$ cat src/rtl/morra_pkg.sv
// Shared encodings between the morra game FSM and its scoreboard stage.
package morra_pkg;

  typedef enum logic [1:0] {
    MANCHE_NONE = 2'b00,
    MANCHE_P1   = 2'b01,
    MANCHE_P2   = 2'b10,
    MANCHE_PAR  = 2'b11
  } manche_e;

  typedef enum logic [1:0] {
    PARTITA_CORSO = 2'b00,
    PARTITA_P1    = 2'b01,
    PARTITA_P2    = 2'b10,
    PARTITA_PAR   = 2'b11
  } partita_e;

  typedef enum logic [1:0] {
    ATTESA   = 2'b00,
    IN_GIOCO = 2'b01,
    CONCLUSA = 2'b10,
    ILLEGALE = 2'b11
  } stato_e;

endpackage

$ cat src/rtl/contatore_sat.sv
// Saturating up-counter with synchronous clear taking priority over enable.
module contatore_sat #(
  parameter int unsigned W = 5
) (
  input  logic         clk,
  input  logic         rst_n,
  input  logic         clr,
  input  logic         en,
  output logic [W-1:0] q
);

  logic [W-1:0] cnt_q;
  logic [W-1:0] cnt_d;

  always_comb begin
    cnt_d = cnt_q;
    if (clr) begin
      cnt_d = '0;
    end else if (en && (cnt_q != {W{1'b1}})) begin
      cnt_d = cnt_q + W'(1);
    end
  end

  always_ff @(posedge clk or negedge rst_n) begin
    if (!rst_n) begin
      cnt_q <= '0;
    end else begin
      cnt_q <= cnt_d;
    end
  end

  assign q = cnt_q;

endmodule

$ cat src/rtl/morra_tabellone.sv
// Scoreboard for the morra game FSM: per-game tallies, latched result with
// valid/ack handshake, and cumulative series counters.
module morra_tabellone
  import morra_pkg::*;
#(
  parameter int unsigned CNT_W   = 5,
  parameter int unsigned SERIE_W = 8
) (
  input  logic               clk,
  input  logic               rst_n,
  input  logic               inizia,
  input  logic [1:0]         manche,
  input  logic [1:0]         partita,
  input  logic               letto,
  output logic [CNT_W-1:0]   vinte_p1,
  output logic [CNT_W-1:0]   vinte_p2,
  output logic [CNT_W-1:0]   pareggi,
  output logic [CNT_W-1:0]   non_valide,
  output logic [CNT_W-1:0]   giocate,
  output logic [1:0]         esito,
  output logic               esito_valido,
  output logic               perso,
  output logic [SERIE_W-1:0] serie_p1,
  output logic [SERIE_W-1:0] serie_p2,
  output logic [SERIE_W-1:0] serie_par,
  output logic [1:0]         stato
);

  stato_e     state_q, state_d;
  logic [1:0] esito_q, esito_d;
  logic       valido_q, valido_d;
  logic       perso_q, perso_d;

  logic conta, conclusione, ack;
  logic inc_p1, inc_p2, inc_par, inc_nv, inc_gioc;
  logic inc_s1, inc_s2, inc_spar;

  // Only a running game with no restart this cycle feeds the tallies.
  always_comb begin
    conta       = (state_q == IN_GIOCO) && !inizia;
    conclusione = conta && (partita != PARTITA_CORSO);
    ack         = letto && valido_q;
    inc_p1      = conta && (manche == MANCHE_P1);
    inc_p2      = conta && (manche == MANCHE_P2);
    inc_par     = conta && (manche == MANCHE_PAR);
    inc_nv      = conta && !conclusione && (manche == MANCHE_NONE);
    inc_gioc    = conta && (manche != MANCHE_NONE);
    inc_s1      = conclusione && (partita == PARTITA_P1);
    inc_s2      = conclusione && (partita == PARTITA_P2);
    inc_spar    = conclusione && (partita == PARTITA_PAR);
  end

  always_comb begin
    state_d = state_q;
    if (inizia) begin
      state_d = IN_GIOCO;
    end else begin
      case (state_q)
        ATTESA:   state_d = ATTESA;
        IN_GIOCO: state_d = conclusione ? CONCLUSA : IN_GIOCO;
        CONCLUSA: state_d = CONCLUSA;
        default:  state_d = ATTESA;
      endcase
    end
  end

  // An ack in the conclusion cycle consumes the old result, so no loss is flagged.
  always_comb begin
    esito_d  = esito_q;
    valido_d = valido_q;
    perso_d  = perso_q;
    if (ack) begin
      valido_d = 1'b0;
      perso_d  = 1'b0;
    end
    if (conclusione) begin
      esito_d  = partita;
      valido_d = 1'b1;
      if (valido_q && !letto) begin
        perso_d = 1'b1;
      end
    end
  end

  always_ff @(posedge clk or negedge rst_n) begin
    if (!rst_n) begin
      state_q  <= ATTESA;
      esito_q  <= 2'b00;
      valido_q <= 1'b0;
      perso_q  <= 1'b0;
    end else begin
      state_q  <= state_d;
      esito_q  <= esito_d;
      valido_q <= valido_d;
      perso_q  <= perso_d;
    end
  end

  assign stato        = state_q;
  assign esito        = esito_q;
  assign esito_valido = valido_q;
  assign perso        = perso_q;

  contatore_sat #(.W(CNT_W)) u_vinte_p1 (
    .clk(clk), .rst_n(rst_n), .clr(inizia), .en(inc_p1), .q(vinte_p1));
  contatore_sat #(.W(CNT_W)) u_vinte_p2 (
    .clk(clk), .rst_n(rst_n), .clr(inizia), .en(inc_p2), .q(vinte_p2));
  contatore_sat #(.W(CNT_W)) u_pareggi (
    .clk(clk), .rst_n(rst_n), .clr(inizia), .en(inc_par), .q(pareggi));
  contatore_sat #(.W(CNT_W)) u_non_valide (
    .clk(clk), .rst_n(rst_n), .clr(inizia), .en(inc_nv), .q(non_valide));
  contatore_sat #(.W(CNT_W)) u_giocate (
    .clk(clk), .rst_n(rst_n), .clr(inizia), .en(inc_gioc), .q(giocate));

  // Series counters only ever clear on reset.
  contatore_sat #(.W(SERIE_W)) u_serie_p1 (
    .clk(clk), .rst_n(rst_n), .clr(1'b0), .en(inc_s1), .q(serie_p1));
  contatore_sat #(.W(SERIE_W)) u_serie_p2 (
    .clk(clk), .rst_n(rst_n), .clr(1'b0), .en(inc_s2), .q(serie_p2));
  contatore_sat #(.W(SERIE_W)) u_serie_par (
    .clk(clk), .rst_n(rst_n), .clr(1'b0), .en(inc_spar), .q(serie_par));

endmodule
$ cat config.mk
export PLATFORM = sky130hd
export DESIGN_NAME = morra_tabellone
export DESIGN_NICKNAME = d
export VERILOG_FILES = /design/src/rtl/morra_pkg.sv /design/src/rtl/contatore_sat.sv /design/src/rtl/morra_tabellone.sv
export SDC_FILE = /design/constraint.sdc
export NUM_CORES = 1
export LEC_CHECK = 0
export ABC_AREA = 1
export CAP_MARGIN = 10
export CORE_ASPECT_RATIO = 0.6
export CORE_UTILIZATION = 51
export CTS_CLUSTER_DIAMETER = 150
export DETAILED_ROUTE_END_ITERATION = 10
export GPL_TIMING_DRIVEN = 0
export HOLD_SLACK_MARGIN = 0.03
export PLACE_DENSITY = 0.89
export SYNTH_ARGS = -nofsm -noshare
export SYNTH_HDL_FRONTEND = slang
export SYNTH_SLANG_ARGS = --single-unit
$ cat constraint.sdc
create_clock -name clk -period 1.9 [get_ports clk]
set_input_delay 0.285 -clock clk [delete_from_list [all_inputs] [get_ports clk]]
set_output_delay 0.285 -clock clk [all_outputs]
set_load 0.01 [all_outputs]
Yosys cells after proc, flatten, opt, wreduce, memory -nomap -nowiden
Cells that the tools add are included.
{"block": "word_totals", "input_bits": 8, "regBits": 55, "wordCells": 87}
{"block": "op_classes", "addsub": 8, "n_eq_ne": 16, "mux": 18, "reduce_logical": 33}
{"operator": "$mux W5", "count": 10}
{"operator": "$add A5 B1 Y5 const B", "count": 5}
{"operator": "$ne A5 B5 Y1 const B", "count": 5}
{"operator": "$add A8 B1 Y8 const B", "count": 3}
{"operator": "$ne A8 B8 Y1 const B", "count": 3}
{"operator": "$logic_and A1 B1 Y1", "count": 21}
{"operator": "$reduce_bool A2 Y1", "count": 8}
{"operator": "$eq A2 B2 Y1 const B", "count": 5}
{"operator": "$eq A2 B1 Y1 const B", "count": 3}
{"operator": "$mux W1", "count": 5}
{"operator": "$mux W2", "count": 2}
{"operator": "$pmux W2 S2", "count": 1}
{"operator": "$logic_not A1 Y1", "count": 3}
{"operator": "$logic_not A2 Y1", "count": 1}

Depth between registers and ports, before layout
{"block": "depth", "word_depth": 9, "depth_mapped": 10, "mapped_depth_nobuf": 10}

Hierarchy
Synthesis repeated with hierarchy kept, for this count alone.
{"block": "unflattened", "cells_unflattened": 442, "hier_area_um2": 3216.8}
{"mod": "contatore_sat (u_serie_p1 ...)", "area_per_inst_um2": 511.7, "n_inst": 3, "seq_area_each_um2": 200.2, "cells_each": 74}
{"mod": "contatore_sat (u_giocate ...)", "area_per_inst_um2": 266.5, "n_inst": 5, "seq_area_each_um2": 125.1, "cells_each": 35}
{"mod": "morra_tabellone", "area_per_inst_um2": 349.1, "n_inst": 1, "seq_area_each_um2": 150.1, "cells_each": 45}

Worst setup path before layout
Ideal clock, no wire load.
{"block": "synth_timing", "path_type": "register to register", "from": "reg u_non_valide.cnt_q[0], in the netlist u_non_valide.q[0]", "to": "reg u_non_valide.cnt_q[2], in the netlist u_non_valide.q[2]", "arrival_time_ns": 1.506, "slack_ns": 0.276, "n_path_buf": 0, "path_stages_with_launch": 11, "setup_ns": 0.118, "required_ns": 1.782, "path_cell_list": "dfrtp_1 -> ha_1 -> nand2_1 -> nor2_1 -> ha_1 -> inv_1 -> nand2_1 -> nor2_1 -> nor2_1 -> nand2_1 -> nand2_1"}
{"block": "synth_via", "elab_chain_cells": 3, "word_cells_on_any_way": 6, "classes_between": "add/sub: 1; eq/ne: 1; mux: 2; reduce/logical: 2"}
{"item": "start, declared", "line_no": "contatore_sat.sv:12", "rtl": "logic [W-1:0] cnt_q;"}
{"item": "start signal, assigned", "line_no": "contatore_sat.sv:28", "rtl": "cnt_q <= cnt_d;"}
{"item": "$add A5 B1 Y5 / $ne A5 B5 Y1 (equally long branches)", "line_no": "contatore_sat.sv:20, contatore_sat.sv:19"}
{"item": "$mux W5 / $logic_and A1 B1 Y1 (equally long branches)", "line_no": "contatore_sat.sv:19", "rtl": "end else if (en && (cnt_q != {W{1'b1}})) begin"}
{"item": "$mux W5 / $reduce_bool A2 Y1 (equally long branches)"}
Parallel ways exist; a longest one is shown, timed or not. The select of a mux whose other input is x is not followed.
A chain may end at the register's enable or synchronous reset.

Final worst setup path
{"block": "layout_timing", "from": "reg u_vinte_p2.cnt_q[0], in the netlist u_vinte_p2.q[0]", "to": "reg u_vinte_p2.cnt_q[1], in the netlist u_vinte_p2.q[1]"}
{"block": "layout_via", "elab_chain_cells": 3, "word_cells_on_any_way": 6, "classes_between": "add/sub: 1; eq/ne: 1; mux: 2; reduce/logical: 2"}
{"item": "start, declared", "line_no": "contatore_sat.sv:12"}
{"item": "start signal, assigned", "line_no": "contatore_sat.sv:28"}
{"item": "$add A5 B1 Y5 / $ne A5 B5 Y1 (equally long branches)", "line_no": "contatore_sat.sv:20, contatore_sat.sv:19"}
{"item": "$mux W5 / $logic_and A1 B1 Y1 (equally long branches)", "line_no": "contatore_sat.sv:19"}
{"item": "$mux W5 / $reduce_bool A2 Y1 (equally long branches)"}
Parallel ways exist; a longest one is shown, timed or not. The select of a mux whose other input is x is not followed.

==> flow_metrics.tcl <==
set metrics [dict create \
    cts_sinks 55 \
    area_growth_pct 29.1 \
    io_pins 63 \
    n_antenna_cell 0 \
    grt_remaining_overflow 0 \
    final_antenna_net_count 0 \
    syn-mean-instance-area_um2 7.50 \
    place_congestion 0.841 \
    startpoint_type "flip-flop" \
    rsz0062_at_grt "no" \
    avgViaCountPerCell 4.98 \
    maxCapViolations 0 \
    clk_path_buf_depth 2 \
    cts_root_buf "clkbuf_8" \
    synth_top_area_cell "dfrtp_1" \
    cts_buffers 5 \
    power.density_mw_per_mm2 718 \
    finalClockSkew_ns 0.00699 \
    dr.pass1.iters 5 \
    syn_area_mm2 0.00299 \
    status "complete, no violations" \
    synth_most_common_cell "nand2_1" \
    clk_pin_slew_worst_paths_ns 0.10 \
    fin_crit_sh 0.922 \
    critPathKind "reg2reg" \
    postCtsSetupBuffers 0 \
    die_w_um 101 \
    cp_data_arrival_time_ns 1.95 \
    wl_mm 6.90 \
    row_count 21 \
    synth_cells 399 \
    tightest_slew_ns 0.673 \
    grt_pass1_vias 2434 \
    final_net_count 493 \
    drc 0 \
    crit_chain "ha_1 > nand2_1 > nor2_1 > ha_1 > nand3b_1 > nor2_4 > nor2_1 > nand2_1 > nand2_1" \
    drt_iter0_markers 140 \
    synth_edf_count 0 \
    synth_seq_cells 55 \
    worst_setup_path_end_kind "flip-flop" \
    async_reset_ff_frac 1.00 \
    grt_pass1_wl_mm 11.0 \
    ir_worst_vdd_mv 0.326 \
    start_util 0.532 \
    final.setup.tns_ns 0 \
    hold_class "reg2reg" \
    yosys.cell_types.count 20 \
    layout-drive-gt1-share 0.0616 \
    crit_path_frequent_cell "nand2_1" \
    grtUsageTotal 0.229 \
    final_area_mm2 0.00386 \
    finalSetupViolations 0 \
    grt_max_degree 29 \
    dpl.hpwl_mm 5.15 \
    postSynthNetCount 422 \
    vias 2744 \
    wire_per_inst_um 12.5 \
    critical-path-max-stage-delay_ns 0.45 \
    placed_area_mm2 0.00373 \
    die-area_mm2 0.00619 \
    dieHeight_um 61.3 \
    synth.top_cell.area_share 0.460 \
    relSlewSlack 0.551 \
    ys.flop_type "dfrtp_1" \
    min_period_ns 1.75 \
    antenna_found_initial 0 \
    synthTopCellsByCount "175 x nand2_1, 55 x dfrtp_1, 40 x nor2_1" \
    cts_tree "yes" \
    finalMaxSlewViolations 0 \
    worst_skew_pair.late_latency_ns 0.30 \
    core_area_mm2 0.00562 \
    yosysSeqAreaShare 0.460 \
    synthTopCellsByArea "dfrtp_1 46%, nand2_1 22%, ha_1 6.3%" \
    power_leakage_nw 1.92 \
    hold_viol_final 0 \
    crit_slowest_cell "dfrtp_1" \
    fin_util 0.687 \
    cp.required_ns 2.10 \
    crit_fanout 6 \
    fmax_mhz 571 \
    yosysWarnings 0 \
    cts_htree_levels 2 \
    io_buffers 62 \
]
==> logic make-up after synthesis <==
group	Yosys count	share of synthesized area
compound gates	11	0.0205
xor+xnor	10	0.0293
fa+ha+maj	15	0.0627
buf+inv	37	0.0464
flops	55	0.460
simple gates	271	0.381
==> worst max-delay path, delay by kind of cell, from the launching register on <==
kind                       cells  cell delay, ns
and+or+nand+nor                7            0.79
DFF                            1            0.45
adders and majority gates      2            0.40
==> state kept, by name (all words and copies together), names as in the netlist, named ones only <==
name / cells
u_serie_p1.q: 8
u_serie_p2.q: 8
u_serie_par.q: 8
u_giocate.q: 5
u_non_valide.q: 5
u_pareggi.q: 5
u_vinte_p1.q: 5
u_vinte_p2.q: 5
esito: 2
stato: 2
esito_valido: 1
==> final timing paths <==
check,start,end,slack [ns],cells after the start
max,u_vinte_p2.q[0]$_DFFE_PN0P_,u_vinte_p2.q[1]$_DFFE_PN0P_,0.15,9
min in group asynchronous,rst_n,u_serie_p2.q[5]$_DFFE_PN0P_,0.55,2
min reg2reg,esito[0]$_DFFE_PN0N_,esito[0]$_DFFE_PN0N_,0.52,2
max in group asynchronous,rst_n,u_giocate.q[2]$_DFFE_PN0P_,0.76,3
min,esito[0]$_DFFE_PN0N_,esito[0]$_DFFE_PN0N_,0.52,2
max reg2reg,u_vinte_p2.q[0]$_DFFE_PN0P_,u_vinte_p2.q[1]$_DFFE_PN0P_,0.15,9
==> what timing repair did <==
action / in CTS / in global routing
pin swaps: 0 / 1
hold endpoints to repair: 19 / 0
setup endpoints to repair: 4 / 20
resized for setup: 1 / 6
hold buffers: 1 / 0
==> area by class of cell <==
class | count | area [µm²]
sequential | 55 | 1380
fill | 472 | 1760
clock buffer | 8 | 100
multi-input combinational | 307 | 1500
inverter | 35 | 131
buffer | 2 | 7.51
timing repair buffer | 64 | 646
tap | 80 | 100
==> power by group <==
| part | leakage, nW | switching, W | internal (W) | total [W] |
|---|---|---|---|---|
| Combinational | 1.14 | 0.000303 | 0.000338 | 0.000641 |
| Sequential | 0.728 | 0.000155 | 0.00128 | 0.00144 |
| Clock | 0.0515 | 0.000363 | 0.000334 | 0.000697 |
| Total | 1.92 | 0.000821 | 0.00195 | 0.00277 |
==> cell usage in the layout, fill, tap and decap left out, drive strengths merged, types with 2 or more instances in the layout <==
cell type	synthesis	routed
clkdlybuf4s50	0	61
nor2	44	44
o21ai	9	9
dfrtp	55	55
clkbuf	2	10
xnor2	9	9
inv	35	35
nand3b	4	4
nand2	179	179
ha	15	15
nand4	13	13
nand3	26	26
buf	0	2
or2	4	4
==> through the flow <==
step                hold slack (ns)  cells  setup WS, ns  total power, W
finish                        0.517    551         0.148         0.00277
global route                  0.544    551       0.00834         0.00293
CTS                           0.512    551        0.0793         0.00279
detailed placement            0.351    542       -0.0578         0.00210
global placement              0.484    541         -1.18         0.00206
floorplan                   -0.0106    399         0.276         0.00174
==> routing by layer <==
| metal | up-vias | part of all wire | GRT usage |
|---|---|---|---|
| li1 | 1395 | - | - |
| met1 | 1254 | 0.49 | 0.323 |
| met2 | 87 | 0.45 | 0.376 |
| met3 | 8 | 0.051 | 0.0397 |
| met4 | 0 | 0.0090 | 0.0559 |
| met5 | - | 0 | 0 |
(Power assumes the default switching activity.)
